--- src/rtl/frame_point_reader.sv ---
// frame_point_reader: walks the active ping-pong display-list buffer and
// presents one point at a time to the DAC driver over valid/ready.
// Buffer swaps requested by the host are deferred to the next frame boundary.
module frame_point_reader #(
   parameter logic [31:0] BUF0_BASE   = 32'h0000_0000,
   parameter logic [31:0] BUF1_BASE   = 32'h0000_0400,
   parameter int unsigned MAX_POINTS  = 255,
   parameter int unsigned MEM_LATENCY = 1
) (
   input  logic        clk,
   input  logic        rst_n,
   input  logic        enable,
   input  logic        swap_req,
   output logic        swap_ack,
   output logic [31:0] client_addr,
   output logic [31:0] client_din,
   output logic        mwe_client,
   input  logic [31:0] client_dout,
   output logic [11:0] point_x,
   output logic [11:0] point_y,
   output logic        laser_on,
   output logic        point_valid,
   input  logic        point_ready,
   output logic        frame_start,
   output logic [15:0] frame_count,
   output logic        active_buf
);

   typedef enum logic [2:0] {
      IDLE,
      RD_HDR,
      RD_PT,
      PRESENT,
      END_FRAME
   } state_t;

   localparam logic [15:0] MAX_N = 16'(MAX_POINTS);
   localparam logic [1:0]  LAT   = 2'(MEM_LATENCY);

   state_t      state_q, state_d;
   logic [1:0]  wait_q, wait_d;
   logic [15:0] n_q, n_d;
   logic [15:0] k_q, k_d;
   logic        pending_q, pending_d;
   logic        active_q, active_d;
   logic        swap_ack_q, swap_ack_d;
   logic [31:0] addr_q, addr_d;
   logic [11:0] px_q, px_d;
   logic [11:0] py_q, py_d;
   logic        laser_q, laser_d;
   logic        valid_q, valid_d;
   logic        fs_q, fs_d;
   logic [15:0] fc_q, fc_d;

   logic [31:0] base_cur;
   logic [15:0] hdr_n;
   logic [15:0] k_next;
   logic        unused_dout_bits;

   assign base_cur         = active_q ? BUF1_BASE : BUF0_BASE;
   assign hdr_n            = (client_dout[15:0] > MAX_N) ? MAX_N : client_dout[15:0];
   assign k_next           = k_q + 16'd1;
   assign unused_dout_bits = ^client_dout[31:25];

   // Next-state and next-output computation for the frame walker.
   always_comb begin
      state_d    = state_q;
      wait_d     = wait_q;
      n_d        = n_q;
      k_d        = k_q;
      pending_d  = pending_q | swap_req;
      active_d   = active_q;
      swap_ack_d = 1'b0;
      addr_d     = addr_q;
      px_d       = px_q;
      py_d       = py_q;
      laser_d    = laser_q;
      valid_d    = valid_q;
      fs_d       = 1'b0;
      fc_d       = fc_q;
      case (state_q)
         IDLE: begin
            if (enable) begin
               state_d = RD_HDR;
               addr_d  = base_cur;
               wait_d  = '0;
            end
         end
         RD_HDR: begin
            if (wait_q == LAT) begin
               n_d  = hdr_n;
               k_d  = '0;
               fs_d = 1'b1;
               if (hdr_n == 16'd0) begin
                  state_d = END_FRAME;
               end else begin
                  state_d = RD_PT;
                  addr_d  = base_cur + 32'd4;
                  wait_d  = '0;
               end
            end else begin
               wait_d = wait_q + 2'd1;
            end
         end
         RD_PT: begin
            if (wait_q == LAT) begin
               px_d    = client_dout[11:0];
               py_d    = client_dout[23:12];
               laser_d = client_dout[24];
               valid_d = 1'b1;
               state_d = PRESENT;
            end else begin
               wait_d = wait_q + 2'd1;
            end
         end
         PRESENT: begin
            if (point_ready) begin
               valid_d = 1'b0;
               laser_d = 1'b0;
               if (k_next < n_q) begin
                  k_d     = k_next;
                  addr_d  = base_cur + 32'd4 + {14'd0, k_next, 2'b00};
                  wait_d  = '0;
                  state_d = RD_PT;
               end else begin
                  state_d = END_FRAME;
               end
            end
         end
         END_FRAME: begin
            fc_d = fc_q + 16'd1;
            // A request arriving on this very cycle is folded into this boundary.
            if (pending_q | swap_req) begin
               active_d   = ~active_q;
               swap_ack_d = 1'b1;
               pending_d  = 1'b0;
            end
            if (enable) begin
               state_d = RD_HDR;
               addr_d  = active_d ? BUF1_BASE : BUF0_BASE;
               wait_d  = '0;
            end else begin
               state_d = IDLE;
            end
         end
         default: state_d = IDLE;
      endcase
   end

   // State and registered outputs, cleared asynchronously on reset.
   always_ff @(posedge clk or negedge rst_n) begin
      if (!rst_n) begin
         state_q    <= IDLE;
         wait_q     <= '0;
         n_q        <= '0;
         k_q        <= '0;
         pending_q  <= 1'b0;
         active_q   <= 1'b0;
         swap_ack_q <= 1'b0;
         addr_q     <= BUF0_BASE;
         px_q       <= '0;
         py_q       <= '0;
         laser_q    <= 1'b0;
         valid_q    <= 1'b0;
         fs_q       <= 1'b0;
         fc_q       <= '0;
      end else begin
         state_q    <= state_d;
         wait_q     <= wait_d;
         n_q        <= n_d;
         k_q        <= k_d;
         pending_q  <= pending_d;
         active_q   <= active_d;
         swap_ack_q <= swap_ack_d;
         addr_q     <= addr_d;
         px_q       <= px_d;
         py_q       <= py_d;
         laser_q    <= laser_d;
         valid_q    <= valid_d;
         fs_q       <= fs_d;
         fc_q       <= fc_d;
      end
   end

   assign swap_ack    = swap_ack_q;
   assign client_addr = addr_q;
   assign client_din  = '0;
   assign mwe_client  = 1'b0;
   assign point_x     = px_q;
   assign point_y     = py_q;
   assign laser_on    = laser_q;
   assign point_valid = valid_q;
   assign frame_start = fs_q;
   assign frame_count = fc_q;
   assign active_buf  = active_q;

endmodule

--- config.mk ---
export PLATFORM = sky130hd
export DESIGN_NAME = frame_point_reader
export DESIGN_NICKNAME = d
export VERILOG_FILES = /design/src/rtl/frame_point_reader.sv
export SDC_FILE = /design/constraint.sdc
export NUM_CORES = 1
export LEC_CHECK = 0
export CORE_AREA = 5 5 157 159
export CTS_BUF_LIST = sky130_fd_sc_hd__clkbuf_4
export DETAILED_ROUTE_END_ITERATION = 12
export DIE_AREA = 0 0 162 164
export PLACE_DENSITY = 0.5
export SLEW_MARGIN = 20
export SYNTH_ARGS = -nofsm -noshare
export SYNTH_HDL_FRONTEND = slang
export SYNTH_SLANG_ARGS = --single-unit
--- constraint.sdc ---
create_clock -name clk -period 4.6 [get_ports clk]
set_input_delay 0.69 -clock clk [delete_from_list [all_inputs] [get_ports clk]]
set_output_delay 0.69 -clock clk [all_outputs]
set_load 0.01 [all_outputs]
== Word-level counts from Yosys, hierarchy flattened ==
Index checks and enable logic that the tools add are counted.
Storage, ports and cells
  bits in registers: 115
  input port bits: 37
  output and inout bits: 110
  word-level logic and storage cells: 93
Operators by class
  add/sub/neg operators: 5
  order comparisons: 2
  eq/ne operators: 15
  muxes and demuxes: 41
  bitwise gates (word level): 2
  reductions and logical operators: 14
Operators with widths (number)
  32-bit two-way mux: 6
  32-bit one-hot mux with 4 select lines: 1
  16-bit two-way mux: 4
  16-bit by 1-bit adder with 16-bit output (second input constant): 2
  16-bit one-hot mux with 2 select lines: 1
  11-bit two-way mux: 2
  12-bit by 18-bit adder with 19-bit output: 1
  3-bit two-way mux: 6
  16-bit by 8-bit > comparator with 1-bit output (second input constant): 1
  16-bit zero test: 1
  16-bit < comparator: 1
  2-bit != test (second input constant): 8
  3-bit one-hot mux with 5 select lines: 1
  11-bit by 3-bit adder with 12-bit output (second input constant): 1
  2-bit two-way mux: 6
  1-bit two-way mux: 11
  2-bit one-hot mux with 4 select lines: 1
  4-bit AND reduction: 2
  4-bit nonzero test: 2
  7-bit AND reduction: 1
  3-bit by 2-bit equality test with 1-bit output (second input constant): 2
  6-bit AND reduction: 1
  1-bit one-hot mux with 2 select lines: 2
  2-bit AND reduction: 2
  12 further kinds: 13

== Longest topological paths before layout ==
  depth after elaboration: 6
  depth in mapped cells: 15

== Worst setup path after synthesis ==
No wires, ideal clock.
  path type: register to register
  from: register k_q[1]
  to: register addr_q[2] (netlist: client_addr[2])
  arrival time: 3.400 ns
  setup slack: 1.065 ns
  cell stages (with the launch flop): 15
  path buffers: 2
  clock period less this slack: 3.535 ns
  path through: dfrtp_1 > ha_1 > nand2_1 > nor4_4 > and3_1 > xor2_1 > ha_1 > and4_1 > and3_1 > and3_4 > or4_1 > buf_4 > nor2_8 > buf_8 > a21oi_1
On the way
  word-level cells in the longest chain between the ends: 4
RTL lines
  from (decl): line 43  | logic [15:0] k_q, k_d;
  from (signal assigned): line 171  | k_q <= k_d;
  16-bit by 1-bit adder with 16-bit output: line 62  | assign k_next = k_q + 16'd1;
  16-bit < comparator: line 120  | if (k_next < n_q) begin
  2-bit != test (no line)
  7-bit AND reduction (no line)
  to (signal assigned): line 175  | addr_q <= addr_d;
  to (decl): line 47  | logic [31:0] addr_q, addr_d;
No other way between the ends.
A chain may end at the register's enable or synchronous reset.

== Worst setup path after layout ==
  from: register k_q[0]
  to: register addr_q[14] (netlist: client_addr[14])
On the way
  word-level cells in the longest chain between the ends: 5
  elaborated cells on any way between the ends: 8
  classes of those cells: add/sub: 2; order compare: 1; eq/ne: 1; mux: 3; reduce/logical: 1
RTL lines
  16-bit by 1-bit adder with 16-bit output *: line 62
  12-bit by 18-bit adder with 19-bit output: line 122  | addr_d = base_cur + 32'd4 + {14'd0, k_next, 2'b00};
  32-bit two-way mux: line 120
  32-bit two-way mux: line 117  | if (point_ready) begin
  32-bit one-hot mux with 4 select lines: line 81  | case (state_q)
Every way passes the cells marked *; elsewhere a longest branch is shown, timed or not. The select of a mux whose other input is x is not followed.

==> results.cfg <==
[sta]
finalSetupViolations = 0
max_freq_mhz = 251
fin_crit_sh_pct = 86.5
worst_clock_skew_ns = 0.0214
whs_ns = 0.250
maxSlewHeadroom_pct = 49.3
finalCriticalPeriod_ns = 3.98
hold_viol = 0
finalSetupTns_ns = 0
drv_slew = 0
rsz0062_at_grt = false
worst_pin_slew_ns = 0.756

[synth]
ys_types = 64
syn_inst = 555
synthFlopType = dfrtp_1
synth_edf_count = 0
ys_ff_latch = 100
yosysSeqAreaShare_pct = 44.0
yosys_warnings = 0
netlist_area_um2 = 5690
synth.avg_cell_area_um2 = 10.3
ys_async_sr_fraction_pct = 100

[cts]
cts_hold_buf = 0
cts_resized = 0
cts_buffers = 9
root_buffer = clkbuf_4
cts_setup_buffers = 0
clk_latency_ns = 0.49
cts.sinks = 100
cts_tree = done
cts_buffer_depth = 2
path_clk_slew_ns = 0.17
cts_htree_levels = 3

[die]
row_count = 56
ioPinCount = 147
die_w_um = 162
die_area_um2 = 26600
initial_core_util_pct = 24.6
core_region_area_um2 = 23100
die_h_um = 164

[setup_path]
rrSetupSlack_ns = 0.62
path_common_cell = ha_1
r2r_end = client_addr[14]
worstSetupEndpointType = flip-flop
critical_path_class = flip-flop to flip-flop
startpoint_type = flip-flop
worstPathCellList = ha_1, nand4_1, or2_2, nor3_1, xor2_1, ha_1, and4_1, and3_1, and3_4, or4_1, nor2_8, a32o_1
crit_slowest_cell = or4_1
reg2reg_from = k_q[0]
cp.arrival_ns = 4.41
cp_max_fo = 16
max_stage_delay_ns = 0.72
worst-path-buf-inv = 0
worstRegToRegCells = 12
crit_required_ns = 5.03
cp_top_family = simple AND/OR/NAND/NOR gates

[placed_design]
hpwlAfterDp_um = 10500
gp_congestion = 0.821
port_buffers = 91

[global_route]
overflow = 0
grt_pass1_wl_um = 23000
track_usage_pct = 10.8
grt_pass1_vias = 4270
grt_max_degree = 59
grt_antenna_before_repair = 0

[final_layout]
drive_gt1_share_pct = 12.0
regArea_um2 = 2500
num-fill-cells = 2440
n_antenna_cell = 0
final_cell_mix = dfrtp_1, clkdlybuf4s50_1, conb_1
multi_input_area_um2 = 2780
final_common_cell = dfrtp_1
nets = 706
syn_to_final_growth_pct = 21.6

[route]
drt-total-wl_um = 14100
wl_per_cell_um = 15.0
vias = 4146
drtAntennaViolNets = 0
firstDrtPassIters = 4
drc = 0
drtIter0Drc = 215
drt-vias-per-instance = 4.40

[worst_hold_path]
hp-class = input port to asynchronous set/reset pin

[power_and_ir_drop]
p_sw_share_pct = 40.1
power_switching_uw = 1390
power.internal_uw = 2070
p_per_area_nw_per_um2 = 500
power_frac_seq_pct = 38.5
ir_drop_mv = 0.206
p_leak_uw = 0.00309
power_frac_comb_pct = 46.7
power_frac_clock_pct = 14.8

[job]
max_cap_viol_count = 0

[run_status]
outcome = finished, final reports clean
synth_stat cells (all sizes together), types with 2 or more instances:
cell / n / area (um2)
o31ai: 6 / 72.6
o41ai: 2 / 17.5
nand2b: 6 / 45.0
a22o: 11 / 96.3
nand4: 9 / 56.3
xnor2: 24 / 210
o211ai: 3 / 22.5
and2: 3 / 18.8
nor4: 9 / 86.3
a31oi: 7 / 43.8
nand2: 33 / 124
buf: 63 / 448
o22a: 2 / 17.5
dfrtp: 100 / 2500
a211o: 2 / 17.5
clkbuf: 8 / 30.0
nand3: 21 / 110
and4: 4 / 35.0
inv: 30 / 113
a32oi: 2 / 17.5
nor2b: 5 / 31.3
nand4b: 3 / 26.3
a21oi: 20 / 100
nor2: 41 / 170
and3: 8 / 55.1
xor2: 15 / 131
or2: 5 / 31.3
o21ai: 14 / 70.1
mux2i: 5 / 50.1
nor3b: 4 / 40.0
a21o: 7 / 52.6
mux2: 31 / 349
ha: 22 / 275
nor3: 12 / 65.1
registers in the layout, indices dropped and copies added (netlist names):
name / count
frame_count: 16
point_x: 12
client_addr: 17
swap_ack: 1
point_valid: 1
frame_start: 1
pending_q: 1
state_q: 3
point_y: 12
laser_on: 1
n_q: 16
active_buf: 1
wait_q: 2
k_q: 16
through the flow:
step | setup WS [ns] | instance area (um2) | std cells | total power [uW] | utilization (%)
floorplan | 1.07 | 5870 | 602 | 2330 | -
global placement | 0.637 | 6770 | 926 | 2990 | 29.3
detailed placement | 0.652 | 6770 | 926 | 2990 | 29.3
CTS | 0.584 | 6920 | 942 | 3530 | 29.9
global route | 0.343 | 6920 | 942 | 3750 | 29.9
finish | 0.619 | 6920 | 942 | 3460 | 29.9
logic make-up (layout without fill, tap and decap cells):
| group | after synthesis | count (layout) | synth area share (%) |
|---|---|---|---|
| compound gates | 88 | 88 | 11.2 |
| xor+xnor | 39 | 39 | 6.00 |
| fa+ha+maj | 22 | 22 | 4.84 |
| buf+inv | 101 | 151 | 10.4 |
| flops | 100 | 100 | 44.0 |
| mux | 36 | 36 | 7.01 |
| other cells | 1 | 48 | 0.0659 |
| simple gates | 168 | 168 | 16.6 |
worst max-delay path by stage:
stage	to	cells after the start	start	slack, ns
final	client_addr[14]	12	k_q[0]	0.62
after global placement	client_addr[14]	12	k_q[0]	0.64
after floorplan	client_addr[2]	14	k_q[1]	1.07
after global routing	client_addr[14]	12	k_q[0]	0.34
after CTS	client_addr[14]	12	k_q[1]	0.58
after detailed placement	client_addr[14]	12	k_q[1]	0.65
layer usage:
layer  track usage [%]  vias up  part of all wire (%)
met5                 0        -                     0
met4              2.92        0                   1.1
met3              3.34       12                   6.8
met2              17.4      115                    46
met1              14.3     1991                    46
li1                  -     2028                     -
area by class of cell:
class,instances,area share [%]
clock inverter,7,1.19
timing repair buffer,105,14.6
tap,290,5.24
multi-input combinational,401,40.2
clock buffer,9,0.976
inverter,30,1.63
sequential,100,36.1
power groups by stage:
stage	combinational, uW	sequential [uW]	clock [uW]
after floorplan	1010	1320	0
after global placement	1640	1350	0
after detailed placement	1630	1350	0
after CTS	1640	1340	548
after global routing	1800	1380	577
final	1620	1330	513
Power figures use the tool's default switching activity.
